--- src/rtl/grover_diffusion.sv ---
// Grover diffusion step over eight signed 8-bit amplitudes: o_k = sat8(2*mean - i_k).
// The vector is captured on accept, summed one element per cycle, then reflected one element per cycle.
module grover_diffusion (
   input  logic       clk,
   input  logic       rst_n,
   input  logic       in_valid,
   output logic       in_ready,
   input  logic [7:0] i0,
   input  logic [7:0] i1,
   input  logic [7:0] i2,
   input  logic [7:0] i3,
   input  logic [7:0] i4,
   input  logic [7:0] i5,
   input  logic [7:0] i6,
   input  logic [7:0] i7,
   output logic       out_valid,
   input  logic       out_ready,
   output logic [7:0] o0,
   output logic [7:0] o1,
   output logic [7:0] o2,
   output logic [7:0] o3,
   output logic [7:0] o4,
   output logic [7:0] o5,
   output logic [7:0] o6,
   output logic [7:0] o7,
   output logic       sat,
   output logic       busy,
   output logic [1:0] dbg_state
);

   // Handshake: a transfer happens on a rising edge where valid and ready are both 1;
   // valid never waits on ready, and a producer holds its data until the transfer edge.
   typedef enum logic [1:0] {S_IDLE = 2'd0, S_ACCUM = 2'd1, S_REFLECT = 2'd2, S_DONE = 2'd3} state_t;

   state_t             state_q, state_d;
   logic        [2:0]  k_q, k_d;
   logic        [10:0] acc_q, acc_d;
   logic        [7:0]  mean_q, mean_d;
   logic               sat_q, sat_d;
   logic        [7:0]  vec_q [8];
   logic        [7:0]  vec_d [8];
   logic        [7:0]  o_q [8];
   logic        [7:0]  o_d [8];

   logic        [7:0]  elem;
   logic        [10:0] acc_sum;
   logic        [9:0]  diff;
   logic        [7:0]  clip;
   logic               clipped;

   always_ff @(posedge clk or negedge rst_n) begin
      if (!rst_n) begin
         state_q <= S_IDLE;
         k_q     <= '0;
         acc_q   <= '0;
         mean_q  <= '0;
         sat_q   <= 1'b0;
         for (int n = 0; n < 8; n++) begin
            vec_q[n] <= '0;
            o_q[n]   <= '0;
         end
      end else begin
         state_q <= state_d;
         k_q     <= k_d;
         acc_q   <= acc_d;
         mean_q  <= mean_d;
         sat_q   <= sat_d;
         vec_q   <= vec_d;
         o_q     <= o_d;
      end
   end

   always_comb begin
      state_d = state_q;
      k_d     = k_q;
      acc_d   = acc_q;
      mean_d  = mean_q;
      sat_d   = sat_q;
      vec_d   = vec_q;
      o_d     = o_q;

      elem    = vec_q[k_q];
      acc_sum = acc_q + {{3{elem[7]}}, elem};
      // 2*mean - x spans -383..382, so 10 bits hold it without wrap.
      diff    = {mean_q[7], mean_q, 1'b0} - {{2{elem[7]}}, elem};
      clipped = 1'b0;
      if (!diff[9] && (diff[8:7] != 2'b00)) begin
         clip    = 8'h7f;
         clipped = 1'b1;
      end else if (diff[9] && (diff[8:7] != 2'b11)) begin
         clip    = 8'h80;
         clipped = 1'b1;
      end else begin
         clip = diff[7:0];
      end

      case (state_q)
         S_IDLE: begin
            if (in_valid) begin
               state_d  = S_ACCUM;
               k_d      = 3'd0;
               acc_d    = '0;
               sat_d    = 1'b0;
               vec_d[0] = i0;
               vec_d[1] = i1;
               vec_d[2] = i2;
               vec_d[3] = i3;
               vec_d[4] = i4;
               vec_d[5] = i5;
               vec_d[6] = i6;
               vec_d[7] = i7;
            end
         end
         S_ACCUM: begin
            acc_d = acc_sum;
            k_d   = k_q + 3'd1;
            if (k_q == 3'd7) begin
               // Upper bits of the sum are the floor of sum/8.
               mean_d  = acc_sum[10:3];
               state_d = S_REFLECT;
            end
         end
         S_REFLECT: begin
            o_d[k_q] = clip;
            if (clipped) sat_d = 1'b1;
            k_d = k_q + 3'd1;
            if (k_q == 3'd7) state_d = S_DONE;
         end
         S_DONE: begin
            if (out_ready) state_d = S_IDLE;
         end
         default: state_d = S_IDLE;
      endcase
   end

   always_comb begin
      in_ready  = rst_n && (state_q == S_IDLE);
      busy      = (state_q != S_IDLE);
      out_valid = (state_q == S_DONE);
      sat       = sat_q;
      dbg_state = state_q;
      o0        = o_q[0];
      o1        = o_q[1];
      o2        = o_q[2];
      o3        = o_q[3];
      o4        = o_q[4];
      o5        = o_q[5];
      o6        = o_q[6];
      o7        = o_q[7];
   end

endmodule
--- config.mk ---
export PLATFORM = sky130hd
export DESIGN_NAME = grover_diffusion
export DESIGN_NICKNAME = d
export VERILOG_FILES = /design/src/rtl/grover_diffusion.sv
export SDC_FILE = /design/constraint.sdc
export NUM_CORES = 1
export LEC_CHECK = 0
export CAP_MARGIN = 40
export CORE_UTILIZATION = 51
export DETAILED_ROUTE_END_ITERATION = 8
export MAX_ROUTING_LAYER = met4
export PLACE_DENSITY_LB_ADDON = 0.3
export SLEW_MARGIN = 20
export SYNTH_ARGS = -nofsm -noshare
export SYNTH_HDL_FRONTEND = slang
export SYNTH_SLANG_ARGS = --single-unit
export TNS_END_PERCENT = 100
--- constraint.sdc ---
create_clock -name clk -period 11.7 [get_ports clk]
set_input_delay 1.17 -clock clk [delete_from_list [all_inputs] [get_ports clk]]
set_output_delay 1.17 -clock clk [all_outputs]
set_load 0.01 [all_outputs]
**Word level (Yosys, flattened, before mapping)**

Index checks and enable logic that the tools add are counted.

- Flip-flop bits (word level): 153
- Output and inout port bits: 70
- Word-level logic and storage cells: 77

- Add/sub/neg operators: 3
- Order comparisons: 2
- Eq/ne operators: 10
- Muxes and demuxes: 22
- Bitwise gates (word level): 1
- Reduce and logical (&&, ||, !) cells: 18

Operators with widths:

| operator | number |
|---|---|
| $bwmux W64 | 1 |
| $mux W8 | 5 |
| $bmux W8 S3 | 1 |
| $demux W8 S3 | 1 |
| $pmux W11 S2 | 1 |
| $add A11 B11 Y11 | 1 |
| $mux W11 | 1 |
| $ne A2 B2 Y1 const B | 5 |
| $reduce_bool A2 Y1 | 5 |
| $sub A9 B8 Y10 | 1 |
| $mux W2 | 4 |
| $pmux W2 S4 | 1 |
| $reduce_and A2 Y1 | 4 |
| $pmux W3 S2 | 1 |
| $eq A2 B2 Y1 const B | 2 |
| $ge A4 B4 Y1 const B | 1 |
| $logic_and A1 B1 Y1 | 4 |
| $lt A4 B1 Y1 const B | 1 |
| $mux W1 | 4 |
| $not A3 Y4 | 1 |
| $reduce_and A4 Y1 | 1 |
| $add A3 B1 Y3 const B | 1 |
| $eq A3 B3 Y1 const B | 1 |
| $mux W3 | 1 |
| 7 further kinds | 7 |

**Depth between registers and ports, before layout**

- Word-level depth: 11
- Depth in mapped cells: 18

**Least setup slack after synthesis**

Ideal clock, no wire load.

- Path type: reg2reg
- Start: register k_q[0]
- End: register o_q (netlist bit o5[1])
- Library setup time: 96 ps
- Arrival time: 3,943 ps
- Required time: 11,604 ps
- Slack: 7,660 ps
- Cell stages (with the launch flop): 16
- Period minus slack after synthesis: 4,040 ps
- Path through: dfrtp_1 -> buf_4 -> buf_2 -> buf_1 -> mux2_2 -> a22oi_1 -> nor2_1 -> nor3_1 -> ha_1 -> a21oi_1 -> o21ai_0 -> a31oi_1 -> nand2_1 -> a2111oi_4 -> a21oi_2 -> o31ai_1

- Word-level cells in the longest chain between the ends: 10
- Elaborated cells on any way between the ends: 18
- Those cells by class: 1 x add/sub; 2 x order compare; 1 x eq/ne; 8 x mux; 1 x bitwise; 5 x reduce/logical

RTL lines:

| item | RTL line | source |
|---|---|---|
| from (decl) | 36 | `logic [2:0] k_q, k_d;` |
| from (signal assigned) | 64 | `k_q <= k_d;` |
| $not A3 Y4 (implied by the code) (*) | 82, 124 |  |
| $bmux W8 S3 | 82 | `elem = vec_q[k_q];` |
| $mux W8 (implied by the code) (2 in series) | 82 |  |
| $sub A9 B8 Y10 | 85 | `diff = {mean_q[7], mean_q, 1'b0} - {{2{elem[7]}}, elem};` |
| $ne A2 B2 Y1 | 90 | `end else if (diff[9] && (diff[8:7] != 2'b11)) begin` |
| $logic_and A1 B1 Y1 | 90 |  |
| $mux W8 | 90 |  |
| $mux W8 | 87 | `if (!diff[9] && (diff[8:7] != 2'b00)) begin` |
| $bwmux W64 (*) | 124 | `o_d[k_q] = clip;` |
| to (signal, indexed assignment) | 60 | `o_q[n] <= '0;` |
| to (signal assigned) | 69 | `o_q <= o_d;` |
| to (decl) | 42 | `logic [7:0] o_q [8];` |

Mark *: on every way between the ends. The rest lies on a longest branch, timed or not. The select of a mux whose other input is x is not followed.
A chain may end at the register's enable or synchronous reset.

**Final worst setup path**

- Start: register k_q[0]
- End: register o_q (netlist bit o6[1])

Same word-level chain as after synthesis.

==> metrics.yaml <==
worstSetupEndpointType: "register"
hp-start: "o1[6]"
syn-num-nets: 818
die_y_microns: 126
drive_gt1_share_pct: 17.0
synthAdderAreaFrac_pct: 4.49
die_area_sq_mm: 0.0159
clk_latency_ns: 0.44
grt_antenna_before_repair: 0
post-cts-setup-buffer-count: 0
cts_num_sinks: 153
whs_endpoint: "o1[6]"
maxSlewHeadroom_pct: 47.0
routed_wl_microns: 19600
grt_pass1_vias: 6121
drt_pass1_iterations: 5
cts_resized: 0
synth-edff-count: 0
worstPathArrival_ns: 5.04
final_cell_mix: "dfrtp_1 (153), clkdlybuf4s50_1 (136), mux2_2 (83)"
period_minus_slack_ns: 4.73
syn-cell-area_sq_mm: 0.00786
fmax_ghz: 0.211
grt_usage_pct: 26.8
reg2reg_to: "o6[1]"
tns_ns: 0
synth_compound_area_share_pct: 15.6
muxShareOfSynthArea_pct: 15.0
maxSlewViolCount: 0
gp_congestion: 0.902
hold_path.class: "reg -> reg"
outcome: "finished, final reports clean"
drc: 0
critPathMaxFanout: 45
whs_path_depth: 2
htreeDepth: 4
ys_warn_count: 0
r2r_start: "k_q[0]"
async_reset_ff_share_pct: 100
numPortBuffers: 137
die_x_microns: 126
setup_viol: 0
grt_pass1_wl_microns: 32100
synthFlopType: "dfrtp_1"
cts_root_buf: "clkbuf_16"
startpoint_type: "register"
avgRoutedWirePerCell_microns: 18.9
ios: 138
area_growth_pct: 27.1
vias: 6171
synth-xor-area-share_pct: 1.85
synth_top_family_by_area: "compound AO/OA/AOI/OAI gates"
post-route-period-util_pct: 40.4
hpwl_microns: 14200
regToRegSetupSlack_ns: 6.97
syn_inst: 723
via_per_inst: 5.92
grt-ovfl-total: 0
synth-simple-area-share_pct: 11.3
cts-hold-fix-buffers: 0
reg2reg_depth: 14
crit_type: "reg -> reg"
crit_required_ns: 12.01
drv_cap: 0
core_area_sq_mm: 0.0148
layout_commonest_cell: "dfrtp_1"
rows: 44
clk_pin_slew_ns: 0.07
cts_buffer_depth: 2
final_nets: 940
diodes: 0
start_util_pct: 53.2
cts_buffers: 17
skew_ns: 0.0255
drt_iter0_markers: 514
ys_ff_latch: 153
post-place-ws_ns: 7.05
tritoncts: "done"
grt_max_degree: 82
avgSynthCellArea_sq_um: 10.9
ys_seq_area_share_pct: 48.7
ys_types: 61
tightest_slew_ns: 0.796
ant_nets: 0
setup_ws_ns: 6.97
hold_viol: 0
rsz0062_at_grt: "no"
-- flip-flops by register name, indices dropped and copies added, names as in the netlist --
signal / flops
acc_q: 11
o2: 8
o1: 8
k_q: 3
sat: 1
mean_q: 8
dbg_state: 2
o0: 8
o5: 8
o3: 8
o4: 8
o7: 8
o6: 8
vec_q: 64
-- worst max-delay path: stages (launching register included) --
cell      delay [ns]
dfrtp_1         0.35
buf_4           0.42
mux2_2          0.41
a22oi_1         0.19
nor2_1          0.08
nor3_1          0.40
ha_1            0.36
a21oi_1         0.17
o21ai_0         0.16
a31oi_1         0.45
a21boi_0        0.29
o21ai_2         0.58
nand2_1         0.11
buf_4           0.29
o31ai_1         0.32
-- metal layers --
metal,track usage [%],wire length (microns),vias up
li1,-,-,2884
met1,32.8,8530,3059
met2,44.2,9870,204
met3,4.93,897,24
met4,10.2,345,0
met5,-,0,-
-- cell families (layout without fill, tap and decap cells) --
kind of cell,Yosys count,after routing
AND/OR/NAND/NOR,192,192
AO/OA/AOI/OAI,172,172
flip-flops,153,153
multiplexers,102,102
buffers and inverters,62,197
adder cells (fa/ha/maj),27,27
XOR/XNOR,15,15
-- cells in the mapped netlist, types with 5 or more instances --
cell,count,area (sq um)
nand2_1,82,308
xnor2_1,6,52.6
clkbuf_1,29,109
xor2_1,8,70.1
nand4_1,6,37.5
inv_1,19,71.3
a21oi_1,16,80.1
dfrtp_1,153,3830
a21oi_2,7,61.3
nor3_1,15,75.1
nand2b_1,6,37.5
ha_1,25,313
a32oi_1,5,43.8
o31ai_1,46,345
mux2i_1,15,150
mux2_2,83,935
buf_2,8,40.0
nor2_1,37,139
nor2b_1,7,43.8
a22oi_1,19,143
o21ai_0,38,190
buf_1,5,18.8
nand3_1,14,70.1
-- metrics by stage --
step                area (sq um)  utilization [%]  std cells  hold WS [ns]
finish                      9980             67.7       1042         0.474
global route                9980             67.7       1042         0.509
CTS                         9970             67.6       1041         0.482
detailed placement          9380             63.6       1009         0.469
global placement            9320             63.1       1005         0.459
floorplan                   7860                -        723         0.456
-- how the worst max path moves through the flow --
| stage | from | endpoint | slack, ns | cells after the start |
|---|---|---|---|---|
| finish | k_q[0] | o6[1] | 6.97 | 14 |
| CTS | k_q[2] | o7[1] | 6.96 | 13 |
| global route | k_q[0] | o7[1] | 6.59 | 14 |
| global placement | k_q[2] | o7[5] | 7.20 | 12 |
| detailed placement | k_q[2] | o6[6] | 7.05 | 13 |
| floorplan | k_q[0] | o5[1] | 7.66 | 15 |
-- layout make-up --
cell class                      instances  area, sq um
Clock buffer                           18          429
Clock inverter                         14          163
Fill cell                            1104         4770
Inverter                               19         71.3
Multi-Input combinational cell        508         3780
Sequential cell                       153         3830
Tap cell                              184          230
Timing Repair Buffer                  146         1480
Power is left out: the tool's default activity adds up to more than one toggle a clock period on the data nets, which glitch-free logic cannot reach.
